<file path="src/rtl/bcd_entry_to_binary_pkg.sv">
// bcd_entry_to_binary_pkg: shared constants and state encoding for the BCD entry/display chain.
package bcd_entry_to_binary_pkg;
  typedef enum logic [1:0] {IDLE, CONV, SIGN} state_t;
  localparam int BCD_W = 4;
  localparam int DEF_NDIGITS = 8;
  localparam int DEF_WIDTH = 32;
  localparam int DEC10 = 10;
endpackage

</file>
<file path="src/rtl/bcd_entry_to_binary_if.sv">
// bcd_entry_to_binary_if: start/valid handshake between a requester and the BCD-to-binary converter.
interface bcd_entry_to_binary_if import bcd_entry_to_binary_pkg::*; #(
  parameter int NDIGITS = DEF_NDIGITS,
  parameter int WIDTH = DEF_WIDTH
);
  logic start;
  logic [BCD_W*NDIGITS-1:0] digits;
  logic neg;
  logic busy;
  logic valid;
  logic [WIDTH-1:0] result;
  logic err;
  modport master (output start, digits, neg, input busy, valid, result, err);
  modport slave (input start, digits, neg, output busy, valid, result, err);
endinterface

</file>
<file path="src/rtl/bcd_entry_to_binary_mul10_add.sv">
// bcd_entry_to_binary_mul10_add: combinational acc*10+digit step using shift-and-add.
module bcd_entry_to_binary_mul10_add import bcd_entry_to_binary_pkg::*; #(
  parameter int WIDTH = DEF_WIDTH
) (
  input  logic [WIDTH-1:0] i_acc,
  input  logic [BCD_W-1:0] i_digit,
  output logic [WIDTH-1:0] o_sum
);
  assign o_sum = (i_acc << 3) + (i_acc << 1) + WIDTH'(i_digit);
endmodule

</file>
<file path="src/rtl/bcd_entry_to_binary.sv">
// bcd_entry_to_binary: sequential signed-BCD to two's-complement converter, one digit per clock.
// Define BCD_CHECK_EN to reject entries containing a nibble above 9.
module bcd_entry_to_binary import bcd_entry_to_binary_pkg::*; #(
  parameter int NDIGITS = DEF_NDIGITS,
  parameter int WIDTH = DEF_WIDTH
) (
  input logic clk,
  input logic rst_n,
  bcd_entry_to_binary_if.slave bus
);
  localparam int CW = (NDIGITS > 1) ? $clog2(NDIGITS) : 1;
  state_t r_state, w_next;
  logic [BCD_W*NDIGITS-1:0] r_dreg;
  logic r_neg, r_valid, r_err, w_bad;
  logic [WIDTH-1:0] r_acc, r_result, w_sum;
  logic [CW-1:0] r_cnt;
  logic [BCD_W-1:0] w_digit;
  assign w_digit = r_dreg[r_cnt*BCD_W +: BCD_W];
  bcd_entry_to_binary_mul10_add #(.WIDTH(WIDTH)) u_mac (.i_acc(r_acc), .i_digit(w_digit), .o_sum(w_sum));
`ifdef BCD_CHECK_EN
  always_comb begin
    w_bad = 1'b0;
    for (int i = 0; i < NDIGITS; i++) w_bad = w_bad | (bus.digits[i*BCD_W +: BCD_W] > BCD_W'(DEC10 - 1));
  end
`else
  assign w_bad = 1'b0;
`endif
  always_comb begin
    w_next = (r_state == IDLE) ? ((bus.start && !w_bad) ? CONV : IDLE) :
             (r_state == CONV) ? ((r_cnt == '0) ? SIGN : CONV) : IDLE;
  end
  always_ff @(posedge clk or negedge rst_n) begin
    if (!rst_n) begin
      r_state <= IDLE;
      r_dreg <= '0;
      r_neg <= 1'b0;
      r_acc <= '0;
      r_cnt <= '0;
      r_result <= '0;
      r_valid <= 1'b0;
      r_err <= 1'b0;
    end else begin
      r_state <= w_next;
      r_valid <= 1'b0;
      case (r_state)
        IDLE: if (bus.start) begin
          r_dreg <= bus.digits;
          r_neg <= bus.neg;
          r_acc <= '0;
          r_cnt <= CW'(NDIGITS - 1);
          if (w_bad) begin
            r_valid <= 1'b1;
            r_err <= 1'b1;
            r_result <= '0;
          end
        end
        CONV: begin
          r_acc <= w_sum;
          r_cnt <= r_cnt - 1'b1;
        end
        SIGN: begin
          r_result <= r_neg ? ~r_acc + WIDTH'(1) : r_acc;
          r_err <= 1'b0;
          r_valid <= 1'b1;
        end
        default: ;
      endcase
    end
  end
  assign bus.busy = (r_state != IDLE);
  assign bus.valid = r_valid;
  assign bus.result = r_result;
  assign bus.err = r_err;
endmodule
</file>
<file path="src/flat_wrapper.sv">
// flat-port wrapper written by rule: the top's interface ports become plain ports
module bcd_entry_to_binary_flat import bcd_entry_to_binary_pkg::*;
#(
  parameter int NDIGITS = DEF_NDIGITS,
  parameter int WIDTH = DEF_WIDTH
)
  (clk, rst_n, bus_start, bus_digits, bus_neg, bus_busy, bus_valid, bus_result, bus_err);
  bcd_entry_to_binary_if #(.NDIGITS(NDIGITS), .WIDTH(WIDTH)) bus_i ();
  input logic clk;
  input logic rst_n;
  input wire logic [$bits(bus_i.start)-1:0] bus_start;
  input wire logic [$bits(bus_i.digits)-1:0] bus_digits;
  input wire logic [$bits(bus_i.neg)-1:0] bus_neg;
  output wire logic [$bits(bus_i.busy)-1:0] bus_busy;
  output wire logic [$bits(bus_i.valid)-1:0] bus_valid;
  output wire logic [$bits(bus_i.result)-1:0] bus_result;
  output wire logic [$bits(bus_i.err)-1:0] bus_err;
  assign bus_i.start = bus_start;
  assign bus_i.digits = bus_digits;
  assign bus_i.neg = bus_neg;
  assign bus_busy = bus_i.busy;
  assign bus_valid = bus_i.valid;
  assign bus_result = bus_i.result;
  assign bus_err = bus_i.err;
  bcd_entry_to_binary #(.NDIGITS(NDIGITS), .WIDTH(WIDTH)) u_core (.clk(clk), .rst_n(rst_n), .bus(bus_i));
endmodule
</file>
<file path="config.mk">
export PLATFORM = sky130hd
export DESIGN_NAME = bcd_entry_to_binary_flat
export DESIGN_NICKNAME = d
export VERILOG_FILES = /design/src/rtl/bcd_entry_to_binary_pkg.sv /design/src/rtl/bcd_entry_to_binary_if.sv /design/src/rtl/bcd_entry_to_binary_mul10_add.sv /design/src/rtl/bcd_entry_to_binary.sv /design/src/flat_wrapper.sv
export SDC_FILE = /design/constraint.sdc
export NUM_CORES = 1
export LEC_CHECK = 0
export CAP_MARGIN = 10
export CORE_ASPECT_RATIO = 1.1
export CORE_MARGIN = 2
export CORE_UTILIZATION = 45
export CTS_CLUSTER_DIAMETER = 100
export DETAILED_ROUTE_END_ITERATION = 8
export PLACE_DENSITY = 0.63
export SLEW_MARGIN = 20
export SYNTH_ARGS = -nofsm -noshare
export SYNTH_HDL_FRONTEND = slang
export SYNTH_HIERARCHICAL = 1
export SYNTH_SLANG_ARGS = --single-unit
</file>
<file path="constraint.sdc">
create_clock -name clk -period 6.1 [get_ports clk]
set_input_delay 1.83 -clock clk [delete_from_list [all_inputs] [get_ports clk]]
set_output_delay 1.83 -clock clk [all_outputs]
set_load 0.01 [all_outputs]
</file>
==> flow_summary.yaml <==
sta:
  rsz0062_at_grt: "false"
  period_share: 0.715
  finalHoldViolCount: 0
  setup_viol: 0
  setup_tns_ns: 0
  finClkSkew_ns: 0.0101
  max_slew_margin: 0.322
  fmax_mhz: 229
  worst_pin_slew_ns: 1.01
  min_period_ns: 4.36
  slew_violations: 0
cts:
  cts_resized: 0
  cts_htree_levels: 3
  numCtsBuffers: 9
  insertion_delay_ns: 0.37
  clk_pin_slew_ns: 0.08
  cts_setup_buffers: 0
  clock-root-buffer: "clkbuf_16"
  cts_max_path_buffers: 2
  cts_tree: "built"
  cts_sinks: 103
  postCtsHoldBufs: 0
critical_path:
  worst_setup_path_end_kind: "register"
  path_class: "register to register"
  crit_start: "u_core/r_cnt[0]$_DFFE_PN0P_"
  critPathMaxFanout: 11
  arrival_ns: 4.58
  required_ns: 6.32
  timing.rr.end: "u_core/r_acc[19]$_DFFE_PN0P_"
  r2r_start: "u_core/r_cnt[0]$_DFFE_PN0P_"
  r2r_setup_slack_ns: 1.74
  rr_worst_depth: 16
  setup.worst_path.end: "u_core/r_acc[19]$_DFFE_PN0P_"
  cp-start-kind: "register"
synthesis:
  synth_warnings: 6
  postSynthAreaPerCell_sq_um: 8.76
  ys_seq_area_frac: 0.380
  synth_ff_type: "dfrtp_1"
  syn_nets: 874
  netlist_area_sq_um: 6790
  synthCells: 775
  synthDistinctLibCells: 60
  yosys.area.top_type: "dfrtp_1"
  synth.area.top_cells: "dfrtp_1, nand2_1, ha_1"
  synth-async-reset-ratio: 1.00
  synth_top_area_frac: 0.380
  synth_edf_count: 0
  synth-seq-cells: 103
detailed_routing:
  drc: 0
  wl_per_cell_um: 16.8
  drt-total-wl_um: 17000
  ant_nets: 0
  vias: 5634
  dr.pass1.iters: 4
  initialDrtViolationCount: 321
  vias_per_cell: 5.56
grt:
  antenna_found_initial: 0
  grt_max_degree: 68
  grt_pass1_wl_um: 28500
  grt_pass1_vias: 5696
  globalRouteOverflowTotal: 0
  grt_use_total: 0.224
cells_and_area:
  design_area_sq_um: 7890
  areaGrowthSynthToFinish_pct: 16.3
  drive_gt1_frac: 0.0623
  layout.nets: 912
  n_antenna_cell: 0
flow_run:
  cap_violations: 0
die:
  rows: 47
  die_area_sq_um: 16100
  die_height_um: 133
  die_x_um: 121
  core_sq_um: 14900
  io_pins: 71
  initial_core_util: 0.456
hold_path:
  hp-start: "u_core/r_dreg[12]$_DFFE_PN0P_"
  hold_class: "register to register"
outcome:
  status: "complete, no violations"
placed_design:
  gp_congestion: 0.927
  hpwl_um: 12300
  placed_area_sq_um: 7570
  numPortBuffers: 69
worst min-delay path by stage:
| stage | to | slack (ns) | cells after the start |
|---|---|---|---|
| CTS | u_core/r_dreg[12]$_DFFE_PN0P_ | 0.48 | 2 |
| detailed placement | u_core/r_dreg[12]$_DFFE_PN0P_ | 0.46 | 2 |
| floorplan | u_core/r_dreg[10]$_DFFE_PN0P_ | 0.44 | 2 |
| finish | u_core/r_dreg[12]$_DFFE_PN0P_ | 0.47 | 2 |
| global placement | u_core/r_dreg[19]$_DFFE_PN0P_ | 0.46 | 2 |
| global route | u_core/r_dreg[12]$_DFFE_PN0P_ | 0.51 | 2 |
synthesized netlist by cell type (3+ instances only):
master	instances
nand2b_1	5
dfrtp_1	103
nand4b_1	3
nand3_1	7
a21o_1	11
ha_1	61
o41ai_1	8
nor3_1	7
nor2_1	15
nor4_1	5
nor2b_1	5
buf_1	7
clkbuf_1	34
or3_1	4
o21ai_1	4
xor2_1	39
inv_1	22
nand4_1	6
nand2_1	222
a31oi_1	4
o31ai_1	14
and2_1	3
o21ai_0	79
o21bai_1	4
mux2_2	4
a21oi_1	28
xnor2_1	19
or4_1	3
mux4_2	8
through the flow:
| stage | cells | worst slack (ns) | utilization | hold slack [ns] |
|---|---|---|---|---|
| finish | 1014 | 1.74 | 0.531 | 0.474 |
| global route | 1014 | 1.41 | 0.531 | 0.507 |
| CTS | 1014 | 1.73 | 0.530 | 0.477 |
| detailed placement | 998 | 1.76 | 0.509 | 0.458 |
| global placement | 998 | 1.89 | 0.509 | 0.456 |
| floorplan | 775 | 2.00 | - | 0.440 |
critical path, stage by stage (launching register included):
cell and delay (ns):
dfrtp_1 0.71, mux4_2 0.57, mux2_2 0.28, inv_1 0.07
fa_1 0.45, inv_1 0.08, ha_1 0.23, a21oi_1 0.20
o22ai_1 0.14, a31o_2 0.29, a41o_1 0.29, a31o_4 0.27
nor2_1 0.21, o21ai_1 0.11, xor2_1 0.16, nand2_1 0.06
o21ai_0 0.08
cell usage in the layout (no fill, tap or decap), types with 5 or more instances in the layout:
cell / n
nand3_1: 7
mux4_2: 8
xor2_1: 39
inv_1: 22
a21oi_1: 28
nor4_1: 5
xnor2_1: 19
ha_1: 61
nand2_1: 221
clkdlybuf4s50_1: 68
nor3_1: 7
nand4_1: 6
nor2_1: 15
o41ai_1: 8
o21ai_0: 79
o31ai_1: 14
dfrtp_1: 102
clkbuf_16: 9
a21o_1: 11
area by class of cell:
cell class	count	area, sq um
repair buffers	71	703
well taps	196	245
inverters	22	82.6
fillers	1382	6980
flip-flops and latches	103	2580
multi-input cells	606	3970
clock buffers	10	239
clock inverters	6	76.3
state kept, by name, summed over array words and instances (netlist names):
register           count
u_core/r_state         2
u_core/bus.valid       1
u_core/r_acc          32
u_core/r_neg           1
u_core/r_dreg         32
u_core/r_cnt           3
u_core/bus.result     32
routing by layer:
| layer | wire (um) | share of wire | track usage | vias up |
|---|---|---|---|---|
| li1 | - | - | - | 2750 |
| met1 | 7530 | 0.44 | 0.288 | 2726 |
| met2 | 8400 | 0.49 | 0.375 | 133 |
| met3 | 624 | 0.037 | 0.0310 | 25 |
| met4 | 448 | 0.026 | 0.0963 | 0 |
| met5 | 0 | 0 | 0 | - |
cell families after synthesis:
logic type,after synthesis,synth area share
multiplexers,13,0.0346
flip-flops,103,0.380
AO/OA/AOI/OAI,176,0.166
buffers and inverters,66,0.0387
other,1,0.000552
adder cells (fa/ha/maj),63,0.118
AND/OR/NAND/NOR,295,0.188
XOR/XNOR,58,0.0748
Power is not shown: default switching activity piles up to over one toggle a cycle in this logic, so the estimate is an artifact.
==> variant: new RTL, same flow settings <==
Add a define of `BCD_CHECK_EN`.
--- a/src/rtl/bcd_entry_to_binary.sv
+++ b/src/rtl/bcd_entry_to_binary.sv
@@ -1,5 +1,7 @@
 // bcd_entry_to_binary: sequential signed-BCD to two's-complement converter, one digit per clock.
 // Define BCD_CHECK_EN to reject entries containing a nibble above 9.
+`define BCD_CHECK_EN
+
 module bcd_entry_to_binary import bcd_entry_to_binary_pkg::*; #(
   parameter int NDIGITS = DEF_NDIGITS,
   parameter int WIDTH = DEF_WIDTH
Formal check against the unedited RTL: not equivalent (Yosys sat finds a counterexample within 4 cycles, from zero or initial values and one cycle with rst_n low).
==> variant against the unedited design <==
- first-iteration DRC count up 9.0%
- worst setup slack better by 0.070 ns
- wire length down 0.11%
- hold slack better by 0.020 ns
- core utilization up 0.58 points
- via count down 5.5%
- area after synthesis up 2.0%
- sequential cell count up 1
- sequential share of layout area down 0.42 points
- clock skew up 0.0051 ns
- cell area up 2.3%
- synthesized cell count down 12%
- largest cell class unchanged
- highest routed layer unchanged
==> variant: results <==
metrics = {
    "grt": {
        "gr-usage-met1_pct": 28.3,
        "grt_usage_pct": 22.3,
        "use_met3_pct": 2.93,
        "grt_util_met2_pct": 38.4,
        "grt_max_degree": 61,
        "grt_pass1_vias": 5728,
        "grt_first_pass_wirelength_um": 28900,
    },
    "routing": {
        "drt-vias-per-instance": 5.71,
        "drcViolationCount": 0,
        "drt-initial-drc-count": 350,
        "wirelength_um": 17000,
        "wl_per_cell_um": 18.2,
    },
    "min_path": {
        "worstHoldStart": "u_core/bus.result[16]$_DFFE_PN0P_",
        "holdPathEnd": "u_core/bus.result[16]$_DFFE_PN0P_",
        "whs_path_depth": 1,
    },
    "logic_synthesis": {
        "syn_nets": 783,
        "synth_area_leaders": "dfrtp_1 38%, ha_1 11%, mux2_2 6.0%",
        "synthTopCellsByCount": "104 x dfrtp_1, 93 x nand2_1, 61 x ha_1, 56 x o21ai_0, 39 x xor2_1",
        "synthCells": 684,
        "seq_area_frac_synth_pct": 37.6,
    },
    "setup_path": {
        "arrival_ns": 4.54,
    },
    "place": {
        "placedCellCount": 916,
        "gp_congestion": 0.946,
        "post-dp-hpwl_um": 12000,
        "io_buffers": 70,
    },
    "run_status": {
        "status": "complete, no violations",
    },
    "timing": {
        "max_slew_margin_pct": 35.7,
        "clock_skew_ns": 0.0152,
        "fin_hold_ws_ns": 0.493,
    },
    "finish": {
        "drive_gt1_share_pct": 13.2,
        "antenna_cells": 0,
        "nNetsFinal": 830,
    },
    "power": {
        "ir_worst_vdd_mv": 0.213,
    },
    "clock_network": {
        "path_clk_slew_ns": 0.08,
        "insertion_delay_ns": 0.37,
        "ctsResizeCount": 0,
    },
}
## variant: layout make-up
type                            instances  area, um2
Inverter                               23       86.3
Clock buffer                            9        225
Fill cell                            1388       6980
Sequential cell                       104       2600
Multi-Input combinational cell        517       4080
Clock inverter                          7       93.8
Tap cell                              196        245
Timing Repair Buffer                   76        743
## variant: worst max-delay path, stage by stage (launching register included)
cell     delay (ns)
dfrtp_1        0.72
mux4_2         0.57
mux2_2         0.28
inv_1          0.07
fa_1           0.45
inv_1          0.09
ha_1           0.23
a21oi_1        0.19
o22ai_1        0.14
a31o_2         0.29
a41o_1         0.29
a31o_4         0.27
nor2_1         0.19
o21ai_1        0.11
xor2_1         0.16
nand2_1        0.06
o21ai_0        0.07
## variant: cell families after synthesis
family / synth area share (%)
simple gates: 12.0
buf+inv: 3.60
mux: 8.77
flops: 37.6
xor+xnor: 7.34
compound gates: 19.1
fa+ha+maj: 11.6
## variant: power by group
group	internal [mW]	total (mW)	switching, mW	leakage (nW)
sequential	0.896	1.23	0.338	1.34
combinational	0.903	2.04	1.14	2.21
clock	0.297	0.609	0.312	0.154
total	2.10	3.89	1.79	3.70
## variant: routing by layer
metal	vias to the layer above	share of wire (%)
li1	2585	-
met1	2630	45
met2	90	51
met3	21	2.5
met4	0	1.8
met5	-	0
## variant: stage by stage
step / util [%] / instance area, um2 / setup slack, ns
detailed placement: 51.5 / 7760 / 1.83
finish: 53.6 / 8080 / 1.81
floorplan: - / 6920 / 2.24
global route: 53.6 / 8080 / 1.51
global placement: 51.5 / 7750 / 1.88
CTS: 53.6 / 8080 / 1.79
